--- config.mk ---
export PLATFORM = sky130hd
export DESIGN_NAME = vdp_host_port_flat
export DESIGN_NICKNAME = d
export VERILOG_FILES = /design/src/rtl/vdp_host_port_if.sv /design/src/rtl/vdp_host_port.sv /design/src/flat_wrapper.sv
export SDC_FILE = /design/constraint.sdc
export NUM_CORES = 1
export LEC_CHECK = 0
export CAP_MARGIN = 10
export CORE_AREA = 2 2 116 118
export CTS_CLUSTER_DIAMETER = 30
export DETAILED_ROUTE_END_ITERATION = 8
export DIE_AREA = 0 0 118 120
export GPL_TIMING_DRIVEN = 0
export HOLD_SLACK_MARGIN = 0.12
export PLACE_DENSITY_LB_ADDON = 0.25
export REMOVE_ABC_BUFFERS = 1
export SYNTH_ARGS = -nofsm -noshare
export SYNTH_HDL_FRONTEND = slang
export SYNTH_SLANG_ARGS = --single-unit
export TNS_END_PERCENT = 50
--- constraint.sdc ---
create_clock -name clk -period 2.3 [get_ports clk]
set_input_delay 0.23 -clock clk [delete_from_list [all_inputs] [get_ports clk]]
set_output_delay 0.23 -clock clk [all_outputs]
set_load 0.01 [all_outputs]
--- src/rtl/vdp_host_port_if.sv ---
// Host-side bus of the VDP: access request, address/data, byte strobes, read data and DTACK.
// The bridge (master) holds VDP_SEL until it sees VDP_DTACK_N low, then drops it.
interface vdp_host_port_if;
   logic        VDP_SEL;
   logic        VDP_RNW;
   logic [4:0]  VDP_A;
   logic [15:0] VDP_DI;
   logic        VDP_UDS_N;
   logic        VDP_LDS_N;
   logic [15:0] VDP_DO;
   logic        VDP_DTACK_N;

   modport master (
      output VDP_SEL, VDP_RNW, VDP_A, VDP_DI, VDP_UDS_N, VDP_LDS_N,
      input  VDP_DO, VDP_DTACK_N
   );

   modport slave (
      input  VDP_SEL, VDP_RNW, VDP_A, VDP_DI, VDP_UDS_N, VDP_LDS_N,
      output VDP_DO, VDP_DTACK_N
   );
endinterface

--- src/rtl/vdp_host_port.sv ---
// VDP host port: data/control/status/HV decode, command latch, VRAM/CRAM/register writes.
// Define VDP_DMA_EN to compile in 68k-memory-to-VRAM DMA over the VBUS fetch port.
module vdp_host_port (
   input  logic                  clk,
   input  logic                  rst_n,
   vdp_host_port_if.slave        host,
   input  logic [15:0]           HV_count,
   input  logic                  vint_pend,
   input  logic                  vblank,
   input  logic                  hblank,
   output logic                  VDP_VBUS_SEL,
   output logic [22:0]           vbus_addr,
   input  logic [15:0]           VDP_VBUS_DATA,
   input  logic                  VDP_VBUS_DTACK_N,
   output logic                  vram_we,
   output logic                  vram_re,
   output logic [1:0]            vram_be,
   output logic [15:0]           vram_addr,
   output logic [15:0]           vram_wdata,
   input  logic [15:0]           vram_rdata,
   output logic                  cram_we,
   output logic [6:0]            cram_addr,
   output logic [15:0]           cram_wdata,
   output logic                  reg_we,
   output logic [4:0]            reg_num,
   output logic [7:0]            reg_data
);

   typedef enum logic [2:0] {
      S_IDLE, S_RD_WAIT, S_ACK, S_RELEASE, S_DMA_REQ, S_DMA_GAP
   } state_t;

   localparam logic [4:0] A_DATA = 5'b00000;
   localparam logic [4:0] A_CTRL = 5'b00100;
   localparam logic [4:0] A_HV   = 5'b01000;

   state_t      r_state;
   logic        r_pending;
   logic [5:0]  r_code;
   logic [15:0] r_addr;
   logic [7:0]  r_reg15;
   logic [15:0] r_do;
   logic        r_dtack_n;
   logic        r_rd_cap;
   logic        r_need_rel;
   logic        r_vram_we, r_vram_re, r_cram_we, r_reg_we;
   logic [1:0]  r_vram_be;
   logic [15:0] r_vram_addr, r_vram_wdata, r_cram_wdata;
   logic [6:0]  r_cram_addr;
   logic [4:0]  r_reg_num;
   logic [7:0]  r_reg_data;
   logic        r_dma_start;
   logic        r_dma_busy;
   logic        r_vbus_sel;
   logic [22:0] r_src;
   logic [15:0] r_len;
   logic [7:0]  r_reg1, r_reg19, r_reg20, r_reg21, r_reg22, r_reg23;

   logic [15:0] w_inc;
   logic        w_dma_busy;
   logic [15:0] w_status;
   logic        w_unused;

   assign w_inc    = {8'h00, r_reg15};
   assign w_status = {6'b0, 1'b1, 1'b0, vint_pend, 3'b0, vblank, hblank, w_dma_busy, 1'b0};

`ifdef VDP_DMA_EN
   assign w_dma_busy   = r_dma_busy;
   assign VDP_VBUS_SEL = r_vbus_sel;
   assign vbus_addr    = r_src;
   assign w_unused     = ^r_code[5:4];
`else
   assign w_dma_busy   = 1'b0;
   assign VDP_VBUS_SEL = 1'b0;
   assign vbus_addr    = 23'd0;
   assign w_unused     = ^{r_code[5:4], VDP_VBUS_DATA, VDP_VBUS_DTACK_N, r_dma_start, r_dma_busy,
                           r_vbus_sel, r_src, r_len, r_reg1, r_reg19, r_reg20, r_reg21, r_reg22,
                           r_reg23};
`endif

   // VRAM read data is forwarded straight through during its DTACK cycle, then held in r_do.
   assign host.VDP_DO      = r_rd_cap ? vram_rdata : r_do;
   assign host.VDP_DTACK_N = r_dtack_n;
   assign vram_we          = r_vram_we;
   assign vram_re          = r_vram_re;
   assign vram_be          = r_vram_be;
   assign vram_addr        = r_vram_addr;
   assign vram_wdata       = r_vram_wdata;
   assign cram_we          = r_cram_we;
   assign cram_addr        = r_cram_addr;
   assign cram_wdata       = r_cram_wdata;
   assign reg_we           = r_reg_we;
   assign reg_num          = r_reg_num;
   assign reg_data         = r_reg_data;

   always_ff @(posedge clk) begin
      if (!rst_n) begin
         r_state      <= S_IDLE;
         r_pending    <= 1'b0;
         r_code       <= 6'd0;
         r_addr       <= 16'd0;
         r_reg15      <= 8'd0;
         r_do         <= 16'd0;
         r_dtack_n    <= 1'b1;
         r_rd_cap     <= 1'b0;
         r_need_rel   <= 1'b0;
         r_vram_we    <= 1'b0;
         r_vram_re    <= 1'b0;
         r_cram_we    <= 1'b0;
         r_reg_we     <= 1'b0;
         r_vram_be    <= 2'b00;
         r_vram_addr  <= 16'd0;
         r_vram_wdata <= 16'd0;
         r_cram_addr  <= 7'd0;
         r_cram_wdata <= 16'd0;
         r_reg_num    <= 5'd0;
         r_reg_data   <= 8'd0;
         r_dma_start  <= 1'b0;
         r_dma_busy   <= 1'b0;
         r_vbus_sel   <= 1'b0;
         r_src        <= 23'd0;
         r_len        <= 16'd0;
         r_reg1       <= 8'd0;
         r_reg19      <= 8'd0;
         r_reg20      <= 8'd0;
         r_reg21      <= 8'd0;
         r_reg22      <= 8'd0;
         r_reg23      <= 8'd0;
      end else begin
         r_vram_we <= 1'b0;
         r_vram_re <= 1'b0;
         r_cram_we <= 1'b0;
         r_reg_we  <= 1'b0;
         if (!host.VDP_SEL) r_need_rel <= 1'b0;

         case (r_state)
            S_IDLE: begin
               if (host.VDP_SEL && !r_need_rel) begin
                  r_dtack_n <= 1'b0;
                  r_state   <= S_ACK;
                  case (host.VDP_A)
                     A_DATA: begin
                        r_pending <= 1'b0;
                        if (host.VDP_RNW) begin
                           if (r_code[3:0] == 4'b0000) begin
                              r_vram_re   <= 1'b1;
                              r_vram_addr <= r_addr;
                              r_addr      <= r_addr + w_inc;
                              r_dtack_n   <= 1'b1;
                              r_state     <= S_RD_WAIT;
                           end else begin
                              r_do <= 16'd0;
                           end
                        end else begin
                           if (r_code[3:0] == 4'b0001) begin
                              r_vram_we    <= 1'b1;
                              r_vram_addr  <= r_addr;
                              r_vram_be    <= ~{host.VDP_UDS_N, host.VDP_LDS_N};
                              r_vram_wdata <= host.VDP_DI;
                           end else if (r_code[3:0] == 4'b0011) begin
                              r_cram_we    <= 1'b1;
                              r_cram_addr  <= r_addr[7:1];
                              r_cram_wdata <= host.VDP_DI;
                           end
                           r_addr <= r_addr + w_inc;
                        end
                     end
                     A_CTRL: begin
                        if (host.VDP_RNW) begin
                           r_do      <= w_status;
                           r_pending <= 1'b0;
                        end else if (r_pending) begin
                           // Second command word: its top bits are not a register-write marker.
                           r_code[5:2]  <= host.VDP_DI[7:4];
                           r_addr[15:14] <= host.VDP_DI[1:0];
                           r_pending    <= 1'b0;
`ifdef VDP_DMA_EN
                           if (host.VDP_DI[7] && r_reg1[4] && !r_reg23[7]) begin
                              r_dma_start <= 1'b1;
                              r_dma_busy  <= 1'b1;
                              r_src       <= {r_reg23[6:0], r_reg22, r_reg21};
                              r_len       <= {r_reg20, r_reg19};
                           end
`endif
                        end else if (host.VDP_DI[15:14] == 2'b10) begin
                           r_reg_we   <= 1'b1;
                           r_reg_num  <= host.VDP_DI[12:8];
                           r_reg_data <= host.VDP_DI[7:0];
                           case (host.VDP_DI[12:8])
                              5'd15: r_reg15 <= host.VDP_DI[7:0];
`ifdef VDP_DMA_EN
                              5'd1:  r_reg1  <= host.VDP_DI[7:0];
                              5'd19: r_reg19 <= host.VDP_DI[7:0];
                              5'd20: r_reg20 <= host.VDP_DI[7:0];
                              5'd21: r_reg21 <= host.VDP_DI[7:0];
                              5'd22: r_reg22 <= host.VDP_DI[7:0];
                              5'd23: r_reg23 <= host.VDP_DI[7:0];
`endif
                              default: ;
                           endcase
                        end else begin
                           r_code[1:0]  <= host.VDP_DI[15:14];
                           r_addr[13:0] <= host.VDP_DI[13:0];
                           r_pending    <= 1'b1;
                        end
                     end
                     A_HV: begin
                        if (host.VDP_RNW) r_do <= HV_count;
                     end
                     default: begin
                        if (host.VDP_RNW) r_do <= 16'd0;
                     end
                  endcase
               end
            end
            S_RD_WAIT: begin
               r_dtack_n <= 1'b0;
               r_rd_cap  <= 1'b1;
               r_state   <= S_ACK;
            end
            S_ACK: begin
               r_dtack_n <= 1'b1;
               r_rd_cap  <= 1'b0;
               if (r_rd_cap) r_do <= vram_rdata;
               r_state <= S_RELEASE;
`ifdef VDP_DMA_EN
               // The host still holds SEL for the triggering write; it must drop before a new decode.
               if (r_dma_start) begin
                  r_dma_start <= 1'b0;
                  r_need_rel  <= 1'b1;
                  r_vbus_sel  <= 1'b1;
                  r_state     <= S_DMA_REQ;
               end
`endif
            end
            S_RELEASE: begin
               if (!host.VDP_SEL) r_state <= S_IDLE;
            end
`ifdef VDP_DMA_EN
            S_DMA_REQ: begin
               if (!VDP_VBUS_DTACK_N) begin
                  r_vbus_sel    <= 1'b0;
                  r_vram_we     <= 1'b1;
                  r_vram_addr   <= r_addr;
                  r_vram_be     <= 2'b11;
                  r_vram_wdata  <= VDP_VBUS_DATA;
                  r_addr        <= r_addr + w_inc;
                  r_src[15:0]   <= r_src[15:0] + 16'd1;
                  r_len         <= r_len - 16'd1;
                  r_state       <= S_DMA_GAP;
               end
            end
            S_DMA_GAP: begin
               if (r_len != 16'd0) begin
                  r_vbus_sel <= 1'b1;
                  r_state    <= S_DMA_REQ;
               end else begin
                  r_dma_busy <= 1'b0;
                  r_state    <= S_IDLE;
               end
            end
`endif
            default: r_state <= S_IDLE;
         endcase
      end
   end

endmodule

--- src/flat_wrapper.sv ---
// flat-port wrapper written by rule: the top's interface ports become plain ports
module vdp_host_port_flat 
  (clk, rst_n, HV_count, vint_pend, vblank, hblank, VDP_VBUS_SEL, vbus_addr, VDP_VBUS_DATA, VDP_VBUS_DTACK_N, vram_we, vram_re, vram_be, vram_addr, vram_wdata, vram_rdata, cram_we, cram_addr, cram_wdata, reg_we, reg_num, reg_data, host_VDP_SEL, host_VDP_RNW, host_VDP_A, host_VDP_DI, host_VDP_UDS_N, host_VDP_LDS_N, host_VDP_DO, host_VDP_DTACK_N);
  vdp_host_port_if host_i ();
  input  logic clk;
  input  logic rst_n;
  input  logic [15:0] HV_count;
  input  logic vint_pend;
  input  logic vblank;
  input  logic hblank;
  output logic VDP_VBUS_SEL;
  output logic [22:0] vbus_addr;
  input  logic [15:0] VDP_VBUS_DATA;
  input  logic VDP_VBUS_DTACK_N;
  output logic vram_we;
  output logic vram_re;
  output logic [1:0] vram_be;
  output logic [15:0] vram_addr;
  output logic [15:0] vram_wdata;
  input  logic [15:0] vram_rdata;
  output logic cram_we;
  output logic [6:0] cram_addr;
  output logic [15:0] cram_wdata;
  output logic reg_we;
  output logic [4:0] reg_num;
  output logic [7:0] reg_data;
  input wire logic [$bits(host_i.VDP_SEL)-1:0] host_VDP_SEL;
  input wire logic [$bits(host_i.VDP_RNW)-1:0] host_VDP_RNW;
  input wire logic [$bits(host_i.VDP_A)-1:0] host_VDP_A;
  input wire logic [$bits(host_i.VDP_DI)-1:0] host_VDP_DI;
  input wire logic [$bits(host_i.VDP_UDS_N)-1:0] host_VDP_UDS_N;
  input wire logic [$bits(host_i.VDP_LDS_N)-1:0] host_VDP_LDS_N;
  output wire logic [$bits(host_i.VDP_DO)-1:0] host_VDP_DO;
  output wire logic [$bits(host_i.VDP_DTACK_N)-1:0] host_VDP_DTACK_N;
  assign host_i.VDP_SEL = host_VDP_SEL;
  assign host_i.VDP_RNW = host_VDP_RNW;
  assign host_i.VDP_A = host_VDP_A;
  assign host_i.VDP_DI = host_VDP_DI;
  assign host_i.VDP_UDS_N = host_VDP_UDS_N;
  assign host_i.VDP_LDS_N = host_VDP_LDS_N;
  assign host_VDP_DO = host_i.VDP_DO;
  assign host_VDP_DTACK_N = host_i.VDP_DTACK_N;
  vdp_host_port u_core (.clk(clk), .rst_n(rst_n), .host(host_i), .HV_count(HV_count), .vint_pend(vint_pend), .vblank(vblank), .hblank(hblank), .VDP_VBUS_SEL(VDP_VBUS_SEL), .vbus_addr(vbus_addr), .VDP_VBUS_DATA(VDP_VBUS_DATA), .VDP_VBUS_DTACK_N(VDP_VBUS_DTACK_N), .vram_we(vram_we), .vram_re(vram_re), .vram_be(vram_be), .vram_addr(vram_addr), .vram_wdata(vram_wdata), .vram_rdata(vram_rdata), .cram_we(cram_we), .cram_addr(cram_addr), .cram_wdata(cram_wdata), .reg_we(reg_we), .reg_num(reg_num), .reg_data(reg_data));
endmodule
==> out/metrics.csv <==
stage,metric,value,unit
placed_design,place_hpwl,10.9,mm
clock_tree,insertion_delay,0.42,ns
detailed_routing,drtAntennaViolNets,0,
detailed_routing,via_count,5189,
cells_and_area,fin_area,8230,um^2
timing,fmax,0.452,GHz
power_and_ir_drop,combPwrFrac,21.7,%
power_and_ir_drop,max-vdd-ir-drop,0.532,mV
floorplanning,rows,42,
cells_and_area,area_growth,40.8,%
floorplanning,ios,194,
global_route,grt_usage,21.9,%
critical_path,startpoint_type,flop,
timing,timing.final.max_slew_violations,0,
global_route,grt_pass1_vias,4955,
detailed_routing,wire_per_inst,16.7,um
timing,timing.final.crit_share,96.3,%
critical_path,crit_chain,"ha_1, fa_2, a21o_1, a221oi_4, o21ai_4, or3b_1, a31oi_1",
clock_tree,clkSinkCount,123,
timing,min_period,2.21,ns
power_and_ir_drop,netSwitchingPower,0.00183,W
yosys,synth.top_cell.area_share,42.1,%
power_and_ir_drop,finalPower,0.00701,W
placed_design,place_congestion,0.868,
yosys,synth_edf_count,0,
detailed_routing,drt-pass1-iter-count,5,
clock_tree,cts-root-buf,clkbuf_16,
global_route,grt.overflow.total,0,
critical_path,critPathKind,flop to flop,
yosys,synth-seq-cells,123,
floorplanning,floorplan.die_area,14200,um^2
power_and_ir_drop,p_clk_share,43.9,%
detailed_routing,drc,0,
critical_path,critPathCapture,u_core.r_addr[8],
detailed_routing,avgViaCountPerCell,5.33,
yosys,ys.warnings.count,0,
worst_hold_path,hold_depth,2,
power_and_ir_drop,p_leak,3.45,nW
critical_path,r2r-end,u_core.r_addr[8],
global_route,grt_max_degree,57,
power_and_ir_drop,sw_frac_of_total,26.1,%
yosys,yosysTopAreaCell,dfxtp_1,
power_and_ir_drop,p_int,0.00518,W
yosys,synth_cell_types,60,
timing,fin_tns_setup,0,ns
critical_path,r2r_slack,0.09,ns
floorplanning,die_w,118,um
critical_path,regToRegStartpoint,u_core.r_addr[0],
yosys,syn_inst,652,
yosys,ys_top_cells_by_area,"dfxtp_1, mux2i_1, nor2_1",
placed_design,postPlaceCellArea,7340,um^2
cells_and_area,drive_above_1_share,9.90,%
detailed_routing,drt_wl_total,16.2,mm
global_route,grt_antenna_before_repair,0,
clock_tree,cts_max_level,4,
critical_path,rr_worst_depth,7,
yosys,synth_ff_type,dfxtp_1,
placed_design,place_ws,-0.756,ns
clock_tree,cts_tree,yes,
cells_and_area,n_antenna_cell,0,
timing,setup_viol,0,
critical_path,required,2.64,ns
floorplanning,core_area,13000,um^2
global_route,grt_pass1_wl,25.0,mm
yosys,yosysMostFrequentCell,dfxtp_1,
timing,setup_ws,0.0862,ns
yosys,synthArstFlopShare,0,%
clock_tree,clockBufferDepth,2,
clock_tree,cts.hold.buffers_added,0,
flow_run,drv_cap,0,
critical_path,slowest_delay,0.37,ns
detailed_routing,drt_iter0_drc,242,
timing,hold_violations,0,
critical_path,crit_start,u_core.r_addr[0],
clock_tree,clkTransAtPathRegs,0.06,ns
critical_path,worst_path_max_delay_cell,or3b_1,
yosys,postSynthAreaPerCell,8.96,um^2
power_and_ir_drop,power_frac_seq,34.4,%
worst_hold_path,min_path_type,primary input to flop,
floorplanning,die_h,120,um
critical_path,cp_data_arrival_time,2.56,ns
yosys,synth_top_cells_by_count,"dfxtp_1, nor2_1, nand2_1",
run_status,status,"complete, no violations",
floorplanning,initial_utilization,45.0,%
power_and_ir_drop,power.density,852,nW/um^2
timing,tightest_slew,1.22,ns
timing,slew_headroom,18.6,%
critical_path,crit_fanout,8,
cells_and_area,fin_nets,877,
yosys,syn_area,5840,um^2
yosys,seq_area_frac_synth,42.1,%
critical_path,worstSetupEndpointType,flop,
timing,skew,0.00532,ns
clock_tree,cts_buffers,17,
placed_design,port_buffers,152,
==> layout make-up <==
cell class                 instances  area [um^2]
fill                            1094         4750
multi-input combinational        482         3230
sequential                       123         2460
timing repair buffer             156         1600
clock buffer                      21          470
tap                              176          220
clock inverter                    11          214
inverter                           5         23.8
==> worst max-delay path: cells and delay by family, from the launching register on <==
family,cells,cell delay (ns)
and+or+nand+nor,1,0.37
DFF,1,0.32
adders and majority gates,2,0.59
AOI/OAI and AO/OA,4,0.85
==> metrics by stage <==
step | hold slack, ns | std cells | utilization [%]
6_report | 0.376 | 974 | 63.4
4_1_cts | 0.368 | 970 | 62.3
3_5_place_dp | 0.447 | 938 | 56.5
2_1_floorplan | 0.326 | 608 | -
3_3_place_gp | 0.442 | 936 | 56.2
5_1_grt | 0.372 | 974 | 63.4
==> power groups by stage <==
stage	Sequential (W)	Clock [W]	Combinational, W
6_report	0.00241	0.00307	0.00152
5_1_grt	0.00243	0.00320	0.00166
4_1_cts	0.00241	0.00310	0.00148
3_5_place_dp	0.00245	0	0.00144
3_3_place_gp	0.00244	0	0.00137
2_1_floorplan	0.00241	0	0.000820
==> placed cells by master (no fill, tap or decap), types with 16 or more instances in the layout <==
master           synthesis  layout
mux2i_1                 65      65
a211oi_1                23      23
nand2_1                 70      68
nand3_1                 17      16
nor2_1                  93      92
o21ai_0                 17      17
clkdlybuf4s50_1          0     150
conb_1                   1      24
mux2_2                  16      16
a21oi_1                 31      31
clkbuf_16                0      17
dfxtp_1                123     122
==> sequential cells by signal, indices dropped and copies added, names as in the netlist, 4 cells and up <==
name and count:
u_core.r_reg15 8, u_core.vram_wdata 16, u_core.cram_addr 7, u_core.r_do 16
u_core.r_code 4, u_core.reg_num 5, u_core.vram_addr 16, u_core.r_addr 16
u_core.cram_wdata 16, u_core.reg_data 8
==> kinds of logic (layout without fill, tap and decap cells) <==
kind of cell               after synthesis  count (layout)  synth area share (%)
other                                    1              24                0.0642
DFF                                    123             123                  42.1
AOI/OAI and AO/OA                      122             123                  14.0
muxes                                   81              81                  14.2
buffers and inverters                   72             193                  6.79
xor gates and xnor gates                 7               7                  1.05
adders and majority gates               13              13                  2.91
and+or+nand+nor                        233             234                  18.9
==> layer usage <==
metal	global-route usage, %	wire length, um	vias up
met3	6.32	1100	17
met2	37.9	7870	164
met4	7.68	221	0
met1	26.1	7060	2480
met5	0	0	-
li1	-	-	2528
==> how the worst min path moves through the flow <==
stage	startpoint	endpoint	slack (ns)
5_1_grt	host_VDP_UDS_N	u_core.vram_be[1]	0.37
4_1_cts	host_VDP_LDS_N	u_core.vram_be[0]	0.37
2_1_floorplan	host_VDP_LDS_N	u_core.vram_be[0]	0.33
3_3_place_gp	u_core.vram_wdata[13]	u_core.vram_wdata[13]	0.44
3_5_place_dp	u_core.vram_wdata[14]	u_core.vram_wdata[14]	0.45
6_report	host_VDP_LDS_N	u_core.vram_be[0]	0.38
==> repair_timing <==
| item | in CTS | in global routing |
|---|---|---|
| pin swaps | 0 | 4 |
| gates resized for setup | 15 | 15 |
| gates cloned | 0 | 2 |
| endpoints found under the setup margin | 129 | 105 |
| setup buffers | 0 | 2 |
Power figures use the tool's default switching activity.
